[config.mk]
export PLATFORM = sky130hd
export DESIGN_NAME = module_keypad_scanner
export DESIGN_NICKNAME = d
export VERILOG_FILES = /design/src/rtl/keypad_pkg.sv /design/src/rtl/module_sync_2ff.sv /design/src/rtl/module_keypad_scanner.sv
export SDC_FILE = /design/constraint.sdc
export NUM_CORES = 1
export LEC_CHECK = 0
export ABC_CLOCK_PERIOD_IN_PS = 5200
export CORE_ASPECT_RATIO = 0.5
export CORE_MARGIN = 10
export CORE_UTILIZATION = 42
export DETAILED_ROUTE_END_ITERATION = 6
export PLACE_DENSITY_LB_ADDON = 0.3
export RECOVER_POWER = 50
export SYNTH_ARGS = -nofsm -noshare
export SYNTH_HDL_FRONTEND = slang
export SYNTH_HIERARCHICAL = 1
export SYNTH_SLANG_ARGS = --single-unit
[constraint.sdc]
create_clock -name clk -period 5.2 [get_ports clk]
set_input_delay 1.04 -clock clk [delete_from_list [all_inputs] [get_ports clk]]
set_output_delay 1.04 -clock clk [all_outputs]
set_load 0.01 [all_outputs]
[src/rtl/keypad_pkg.sv]
// keypad_pkg
// Shared definitions for the matrix keypad scanner: the controller state
// encoding and the width helpers used to size the key code and counters.
// No ports; imported by module_keypad_scanner.
package keypad_pkg;

  // Controller states: scanning columns, qualifying a press, holding an
  // accepted key, and qualifying its release.
  typedef enum logic [1:0] {
    SCAN,
    DEBOUNCE,
    PRESSED,
    RELEASE
  } kp_state_t;

  // Width of a key code that numbers every key as row*cols + col.
  function automatic int code_width(input int rows, input int cols);
    return (rows * cols > 1) ? $clog2(rows * cols) : 1;
  endfunction

  // Width of a counter or index that must hold values 0..n-1.
  function automatic int cnt_width(input int n);
    return (n > 1) ? $clog2(n) : 1;
  endfunction

endpackage

[src/rtl/module_sync_2ff.sv]
// module_sync_2ff
// Two-flop synchroniser for a bus of asynchronous, active-low lines. The
// flops reset to all ones so the idle (released) level is seen during reset.
// Ports:
//   clk  - system clock
//   rst  - synchronous active-high reset
//   d_i  - asynchronous input bus
//   q_o  - synchronised output bus, two clocks behind d_i
module module_sync_2ff #(
  parameter int WIDTH = 4
) (
  input  logic             clk,
  input  logic             rst,
  input  logic [WIDTH-1:0] d_i,
  output logic [WIDTH-1:0] q_o
);

  logic [WIDTH-1:0] stage1_d, stage1_q;
  logic [WIDTH-1:0] stage2_d, stage2_q;

  // The first stage takes the raw pins; the second stage gives the first
  // stage a full clock period to settle before anything downstream sees it.
  always_comb begin
    stage1_d = d_i;
    stage2_d = stage1_q;
  end

  // Both stages return to the released level on reset.
  always_ff @(posedge clk) begin
    if (rst) begin
      stage1_q <= '1;
      stage2_q <= '1;
    end else begin
      stage1_q <= stage1_d;
      stage2_q <= stage2_d;
    end
  end

  assign q_o = stage2_q;

endmodule

[src/rtl/module_keypad_scanner.sv]
// module_keypad_scanner
// Scans a ROWS x COLS matrix keypad by driving one column low at a time and
// sensing active-low rows. A detected key is debounced on press and release;
// an accepted press yields a one-cycle key_valid_o pulse with its code.
// Ports:
//   clk         - system clock
//   rst         - synchronous active-high reset
//   rows_i      - raw active-low row lines, asynchronous to clk
//   cols_o      - active-low column drive, exactly one bit low
//   key_code_o  - code of the last accepted key, row*COLS + col
//   key_valid_o - one-cycle pulse when a press is accepted
//   key_held_o  - high from press acceptance until release acceptance
module module_keypad_scanner
  import keypad_pkg::*;
#(
  parameter  int ROWS            = 4,
  parameter  int COLS            = 4,
  parameter  int SCAN_DIV        = 4,
  parameter  int DEBOUNCE_CYCLES = 8,
  localparam int CODE_W          = code_width(ROWS, COLS)
) (
  input  logic              clk,
  input  logic              rst,
  input  logic [ROWS-1:0]   rows_i,
  output logic [COLS-1:0]   cols_o,
  output logic [CODE_W-1:0] key_code_o,
  output logic              key_valid_o,
  output logic              key_held_o
);

  localparam int SCAN_W = cnt_width(SCAN_DIV);
  localparam int DB_W   = cnt_width(DEBOUNCE_CYCLES);
  localparam int ROW_W  = cnt_width(ROWS);
  localparam int COL_W  = cnt_width(COLS);

  localparam logic [SCAN_W-1:0] SCAN_LAST = SCAN_W'(SCAN_DIV - 1);
  localparam logic [DB_W-1:0]   DB_LAST   = DB_W'(DEBOUNCE_CYCLES - 1);
  localparam logic [COL_W-1:0]  COL_LAST  = COL_W'(COLS - 1);

  logic [ROWS-1:0] rows_s;

  kp_state_t         state_d, state_q;
  logic [SCAN_W-1:0] scan_cnt_d, scan_cnt_q;
  logic [DB_W-1:0]   db_cnt_d, db_cnt_q;
  logic [COL_W-1:0]  col_idx_d, col_idx_q;
  logic [ROW_W-1:0]  row_lat_d, row_lat_q;
  logic [COLS-1:0]   cols_d, cols_q;
  logic [CODE_W-1:0] key_code_d, key_code_q;
  logic              key_valid_d, key_valid_q;
  logic              key_held_d, key_held_q;

  logic              tick;
  logic              any_low;
  logic [ROW_W-1:0]  low_row;
  logic              lat_high;
  logic [COL_W-1:0]  col_next;

  // Bring the asynchronous row pins into the clock domain before any
  // decision is made on them.
  module_sync_2ff #(
    .WIDTH (ROWS)
  ) u_row_sync (
    .clk (clk),
    .rst (rst),
    .d_i (rows_i),
    .q_o (rows_s)
  );

  // Find the lowest-numbered row that is pulled low; scanning downwards
  // lets the lowest index overwrite any higher one when several are low.
  always_comb begin
    any_low = ~&rows_s;
    low_row = '0;
    for (int r = ROWS - 1; r >= 0; r--) begin
      if (!rows_s[r]) begin
        low_row = ROW_W'(r);
      end
    end
  end

  // Helpers shared by the state machine: end of a column period, level of
  // the latched row, and the wrapped next column.
  always_comb begin
    tick     = (scan_cnt_q == SCAN_LAST);
    lat_high = rows_s[row_lat_q];
    col_next = (col_idx_q == COL_LAST) ? '0 : col_idx_q + 1'b1;
  end

  // Next-state and output logic. The column index only moves in SCAN
  // (when idle) or on an accepted release, so the key's column stays driven
  // from detection until release. The scan counter is cleared on every exit
  // to SCAN so a column always gets a full period after being re-entered.
  always_comb begin
    state_d     = state_q;
    scan_cnt_d  = scan_cnt_q;
    db_cnt_d    = db_cnt_q;
    col_idx_d   = col_idx_q;
    row_lat_d   = row_lat_q;
    key_code_d  = key_code_q;
    key_valid_d = 1'b0;
    key_held_d  = key_held_q;

    unique case (state_q)
      SCAN: begin
        if (tick) begin
          scan_cnt_d = '0;
          if (any_low) begin
            row_lat_d = low_row;
            db_cnt_d  = '0;
            state_d   = DEBOUNCE;
          end else begin
            col_idx_d = col_next;
          end
        end else begin
          scan_cnt_d = scan_cnt_q + 1'b1;
        end
      end

      DEBOUNCE: begin
        if (lat_high) begin
          scan_cnt_d = '0;
          state_d    = SCAN;
        end else if (db_cnt_q == DB_LAST) begin
          key_code_d  = CODE_W'(row_lat_q) * CODE_W'(COLS) + CODE_W'(col_idx_q);
          key_valid_d = 1'b1;
          key_held_d  = 1'b1;
          state_d     = PRESSED;
        end else begin
          db_cnt_d = db_cnt_q + 1'b1;
        end
      end

      PRESSED: begin
        if (lat_high) begin
          db_cnt_d = '0;
          state_d  = RELEASE;
        end
      end

      RELEASE: begin
        if (!lat_high) begin
          db_cnt_d = '0;
          state_d  = PRESSED;
        end else if (db_cnt_q == DB_LAST) begin
          key_held_d = 1'b0;
          col_idx_d  = col_next;
          scan_cnt_d = '0;
          state_d    = SCAN;
        end else begin
          db_cnt_d = db_cnt_q + 1'b1;
        end
      end

      default: begin
        state_d = SCAN;
      end
    endcase

    cols_d = ~(COLS'(1) << col_idx_d);
  end

  // State and output registers. Every output comes straight from a flop,
  // and reset returns everything to column 0 with no key held.
  always_ff @(posedge clk) begin
    if (rst) begin
      state_q     <= SCAN;
      scan_cnt_q  <= '0;
      db_cnt_q    <= '0;
      col_idx_q   <= '0;
      row_lat_q   <= '0;
      cols_q      <= ~COLS'(1);
      key_code_q  <= '0;
      key_valid_q <= 1'b0;
      key_held_q  <= 1'b0;
    end else begin
      state_q     <= state_d;
      scan_cnt_q  <= scan_cnt_d;
      db_cnt_q    <= db_cnt_d;
      col_idx_q   <= col_idx_d;
      row_lat_q   <= row_lat_d;
      cols_q      <= cols_d;
      key_code_q  <= key_code_d;
      key_valid_q <= key_valid_d;
      key_held_q  <= key_held_d;
    end
  end

  assign cols_o      = cols_q;
  assign key_code_o  = key_code_q;
  assign key_valid_o = key_valid_q;
  assign key_held_o  = key_held_q;

endmodule

==> out/qor.csv, run 1 <==
metric,value,unit
vias in the first global route,927,
port bufs,15,
CP Launch Type,primary input,
Yosys top cell area share,44.5,%
fill count,275,
worst path required time,5.38,ns
Num CTS Buffers,5,
sequential share of power,40.0,%
slowest CP cell,dlygate4sd3_1,
# DRC,0,
Clock Latency Late Sink,0.28,ns
Slowest Stage Delay on Critical Path,1.08,ns
crit end category,flip-flop,
highest clock rate,440,MHz
VDD IR max,0.183,mV
die height,59.4,µm
crit-path leading delay family,buffers and inverters,
WL final,2.57,mm
Initial Util,43.5,%
"EDFF count, synth",0,
CTS H-Tree Depth,2,
Tcrit/Tclk final,43.7,%
post-synthesis cell count,133,
max_slew headroom,44.1,%
die area,5870,µm²
switching fraction of total power,28.7,%
hold_ws,0.403,ns
critical path data arrival time,2.45,ns
status,finished clean,
initial antenna violation count,0,
row cnt,14,
total power draw,0.652,mW
crit path buf inv count,1,
total track usage,9.35,%
DR WL/cell,13.3,µm
flop2flop setup slack,3.15,ns
mapped cell area,1300,µm²
number of synthesized register bits,29,
Comb pwr share,22.3,%
most frequent cells in the layout,"29 x dfxtp_1, 13 x nor2_1, 12 x clkdlybuf4s50_1",
cell breakdown of the critical path,dlygate4sd3_1 > nor2_1 > and2_1,
Placement Cell Area,1500,µm²
"Avg Cell Area, Syn",9.80,µm²
clk sinks,29,
pwr dens,403,nW/µm²
HPWL Detailed,1.81,mm
GP Congestion,0.853,
post-synth cell types,39,
"Hold Vio Cnt, Final",0,
Setup TNS,0,ns
"area leader, netlist",dfxtp_1,
global-route wire length before repair,4.43,mm
Total Nets Final,167,
Slew Limit Fails,0,
Worst-Margin Slew,0.835,ns
# placed instances,186,
syn nets,147,
P_sw,0.187,mW
setup violators final,0,
Max Cap Viol,0,
Core Footprint,3000,µm²
Avg Vias per Cell,5.20,
share of layout cells above drive strength 1,10.4,%
gr ovfl total,0,
Clock Tree Root,clkbuf_8,
Async SR Flop Fraction,0,%
most used flip-flop cell after synthesis,dfxtp_1,
Initial DRT Pass Iterations,4,
Final Cell Area,1620,µm²
type of the worst setup path,in -> reg,
# diodes,0,
Clock transition at path regs,0.06,ns
synth top area cells,"dfxtp_1 45%, ha_1 7.7%, mux2i_1 6.9%, or2_1 3.8%, nor2_1 3.7%",
largest net degree at the start of global routing,26,
Post-DRT Antenna Nets,0,
Post-Route Utilization,54.0,%
vias,1008,
Final WS setup,2.93,ns
CP Max Fanout,25,
DRT iter0 DRCs,47,
# hold bufs at CTS,0,
Die X,98.8,µm
RSZ-0062 raised after global routing,no,
Pint,0.465,mW
sequential share of the synthesized area,44.5,%
pre-CTS WS,2.69,ns
cts repair resizes,0,
Period minus WS final,2.27,ns
Setup Buffers After CTS,0,
CTS tree,yes,
"commonest non-fill, non-tap cell in the layout",dfxtp_1,
final cell count without fillers,194,
Worst Clk Skew,0.00791,ns
HP Class,reg -> reg,
worst-case clock buffer depth,2,
Lkg Pwr,0.596,nW
Layout area overhead,24.0,%
YS warnings,6,
IO Count,16,
Clk pwr share,37.7,%
routing by layer:
metal | track usage, % | wire [µm] | up-vias
li1 | - | - | 516
met1 | 11.5 | 1330 | 457
met2 | 13.2 | 1040 | 30
met3 | 4.19 | 157 | 5
met4 | 5.48 | 51 | 0
met5 | 0 | 0 | -
logic make-up after synthesis:
| logic type | count (synthesis) | share of synthesized area (%) |
|---|---|---|
| AOI/OAI and AO/OA | 28 | 15.1 |
| xor gates and xnor gates | 1 | 0.672 |
| adders and majority gates | 8 | 7.68 |
| buffers and inverters | 7 | 2.01 |
| DFF | 29 | 44.5 |
| muxes | 11 | 9.50 |
| and+or+nand+nor | 49 | 20.5 |
cell usage after synthesis (2+ instances only):
cell and n:
a22oi_1 2, a21oi_1 9, nand3_1 6, mux2i_1 9, nor3_1 3, nor2b_1 2, nand2_1 5, dfxtp_1 29
or2_1 8, inv_1 5, nor2_1 13, ha_1 8, a22o_1 2, and2_1 3, o21ai_0 3, a31oi_1 2
nand3b_1 2
path summary, 6_finish.rpt:
path / from / endpoint / cells past startpoint
setup / recovery: rst / db_cnt_q[0]$_SDFFE_PP0P_ / 3
hold reg to reg: u_row_sync/stage1_q[2]$_SDFF_PP1_ / u_row_sync/q_o[2]$_SDFF_PP1_ / 1
hold / removal: u_row_sync/stage1_q[2]$_SDFF_PP1_ / u_row_sync/q_o[2]$_SDFF_PP1_ / 1
setup reg to reg: row_lat_q[0]$_SDFFE_PP0P_ / db_cnt_q[0]$_SDFFE_PP0P_ / 4
layout make-up:
type | count | area [µm²] | area share, %
clock buffers | 6 | 82.6 | 5.11
clock inverters | 2 | 37.5 | 2.32
inverters | 5 | 18.8 | 1.16
multi-input cells | 97 | 697 | 43.1
flip-flops and latches | 29 | 581 | 35.9
well taps | 40 | 50.0 | 3.10
repair buffers | 15 | 150 | 9.29
power by group through the flow:
stage / Sequential [mW] / Combinational (mW) / Clock [mW]
6_report: 0.261 / 0.146 / 0.246
5_1_grt: 0.263 / 0.167 / 0.260
4_1_cts: 0.260 / 0.146 / 0.251
3_5_place_dp: 0.265 / 0.145 / 0
3_3_place_gp: 0.264 / 0.141 / 0
2_1_floorplan: 0.262 / 0.114 / 0
state kept, by name, indices dropped and copies added, names as in the netlist, named ones only:
register and cells:
scan_cnt_q 2, state_q 1, row_lat_q 2, cols_o 4
key_held_o 1, key_valid_o 1, db_cnt_q 3, u_row_sync/q_o 4
col_idx_q 2, key_code_o 4, u_row_sync/stage1_q 4
Power figures use the tool's default switching activity.
==> run 2: changes to the inputs <==
ABC_CLOCK_PERIOD_IN_PS = 2200   (was 5200)
clock period = 2.2 ns   (was 5.2 ns; I/O delays follow)
==> out/qor.csv, run 2 (same netlist as run 1, synthesis figures left out) <==
metric,value,unit,change
setup violators final,0,,unchanged
Setup TNS,0,ns,unchanged
critical path data arrival time,2.09,ns,-0.36 ns
largest net degree at the start of global routing,26,,unchanged
total power draw,1.48,mW,+130%
clk sinks,29,,unchanged
RSZ-0062 raised after global routing,no,,
WL final,2.55,mm,-0.89%
Clk pwr share,35.4,%,-2.3 points
gr ovfl total,0,,unchanged
HPWL Detailed,1.88,mm,+3.9%
global-route wire length before repair,4.44,mm,+0.32%
row cnt,14,,unchanged
vias,1032,,+2.4%
Layout area overhead,23.6,%,
slowest CP cell,dfxtp_1,,
vias in the first global route,993,,+7.1%
R2R depth,5,,+1
CP Max Fanout,5,,-80%
Pint,1.06,mW,+130%
fill count,278,,+1.1%
port bufs,15,,unchanged
Period minus WS final,1.90,ns,
worst path required time,2.38,ns,-3.00 ns
share of layout cells above drive strength 1,10.3,%,-0.067 points
initial antenna violation count,0,,unchanged
Clock transition at path regs,0.06,ns,about the same
IO Count,16,,unchanged
Core Footprint,3000,µm²,unchanged
"Hold Vio Cnt, Final",0,,unchanged
Lkg Pwr,0.614,nW,+3.0%
Worst Hold Depth,1,,unchanged
Slew Limit Fails,0,,unchanged
worst-case clock buffer depth,2,,unchanged
type of the worst setup path,reg -> reg,,
CTS H-Tree Depth,2,,unchanged
highest clock rate,525,MHz,
Final Cell Area,1610,µm²,-0.31%
Worst Clk Skew,0.00197,ns,-0.00594 ns
CTS tree,yes,,
Avg Vias per Cell,5.29,,+1.9%
# hold bufs at CTS,0,,unchanged
Slowest Stage Delay on Critical Path,0.45,ns,-0.63 ns
Die X,98.8,µm,unchanged
# DRC,0,,unchanged
# placed instances,188,,+1.1%
status,finished clean,,
DR WL/cell,13.1,µm,-1.4%
sequential share of power,41.5,%,+1.5 points
Clock Tree Root,clkbuf_8,,
Placement Cell Area,1510,µm²,+1.0%
VDD IR max,0.413,mV,+130%
Num CTS Buffers,5,,unchanged
most frequent cells in the layout,"29 x dfxtp_1, 13 x nor2_1, 9 x mux2i_1, 9 x a21oi_1, 9 x dlygate4sd3_1",,
die height,59.4,µm,unchanged
Total Nets Final,169,,+1.2%
Setup Buffers After CTS,0,,unchanged
"commonest non-fill, non-tap cell in the layout",dfxtp_1,,
Worst-Margin Slew,1.01,ns,+0.178 ns
Max Cap Viol,0,,unchanged
P_sw,0.417,mW,+120%
cell breakdown of the critical path,mux2i_1 > mux2_2 > a311oi_2 > a21oi_1 > a311oi_1,,
total track usage,9.20,%,-0.14 points
flop2flop setup slack,0.30,ns,-2.85 ns
crit end category,flip-flop,,
Comb pwr share,23.1,%,+0.8 points
Post-DRT Antenna Nets,0,,unchanged
cts repair resizes,0,,unchanged
CP Launch Type,flip-flop,,
# diodes,0,,unchanged
DRT iter0 DRCs,63,,+34%
Clock Latency Late Sink,0.27,ns,about the same
switching fraction of total power,28.2,%,-0.46 points
Tcrit/Tclk final,86.6,%,
die area,5870,µm²,unchanged
GP Congestion,0.833,,-2.4%
HP Class,reg -> reg,,
Initial Util,43.5,%,unchanged
pwr dens,917,nW/µm²,+130%
Initial DRT Pass Iterations,4,,unchanged
max_slew headroom,32.5,%,-12 points
final cell count without fillers,195,,+0.52%
-- run 2: changes by cell type in the layout (fill, tap and decap cells not counted) --
cell             previous run  this run
clkbuf_8                    6         5
buf_4                       0         1
clkinvlp_4                  1         0
clkbuf_1                    0         1
dlygate4sd3_1               3         9
clkdlybuf4s50_1            12         6
clkinv_2                    0         1
-- run 2: layout make-up --
cell class                      instances  area, µm²  area share, %
Clock inverter                          2       35.0           2.17
Clock buffer                            5       68.8           4.27
Tap cell                               40       50.0           3.11
Sequential cell                        29        581           36.0
Timing Repair Buffer                   17        161           10.0
Inverter                                5       18.8           1.16
Multi-Input combinational cell         97        697           43.2
-- run 2: path summary, 6_finish.rpt --
| path | start | to |
|---|---|---|
| worst max-delay path | row_lat_q[1]$_SDFFE_PP0P_ | state_q[0]$_SDFFE_PP0P_ |
| worst max register to register | row_lat_q[1]$_SDFFE_PP0P_ | state_q[0]$_SDFFE_PP0P_ |
| worst min register to register | u_row_sync/stage1_q[2]$_SDFF_PP1_ | u_row_sync/q_o[2]$_SDFF_PP1_ |
| worst min-delay path | u_row_sync/stage1_q[2]$_SDFF_PP1_ | u_row_sync/q_o[2]$_SDFF_PP1_ |
-- run 2: stage by stage --
step,setup slack [ns],utilization [%],hold WS (ns)
after CTS,0.291,53.9,0.404
after floorplan,0.445,-,0.383
after global routing,0.0758,53.8,0.425
final,0.295,53.8,0.402
after detailed placement,0.329,50.5,0.390
after global placement,0.362,50.5,0.385
-- run 2: critical path: cells and delay by family, from the launching register on --
| kind | cells | cell delay (ns) |
|---|---|---|
| multiplexers | 2 | 0.66 |
| flip-flops | 1 | 0.45 |
| AO/OA/AOI/OAI | 3 | 0.72 |
-- run 2: power groups by stage --
stage | logic (mW) | registers [mW] | clock network, mW
2_1_floorplan | 0.270 | 0.618 | 0
3_3_place_gp | 0.337 | 0.623 | 0
3_5_place_dp | 0.343 | 0.625 | 0
4_1_cts | 0.345 | 0.614 | 0.533
5_1_grt | 0.397 | 0.621 | 0.557
6_report | 0.341 | 0.614 | 0.524
-- run 2: per-layer routing --
layer	vias to the layer above	GRT usage (%)	wire length, µm
met1	475	11.2	1250
li1	517	-	-
met2	35	14.2	1090
met4	0	3.65	42
met3	5	3.84	166
met5	-	0	0
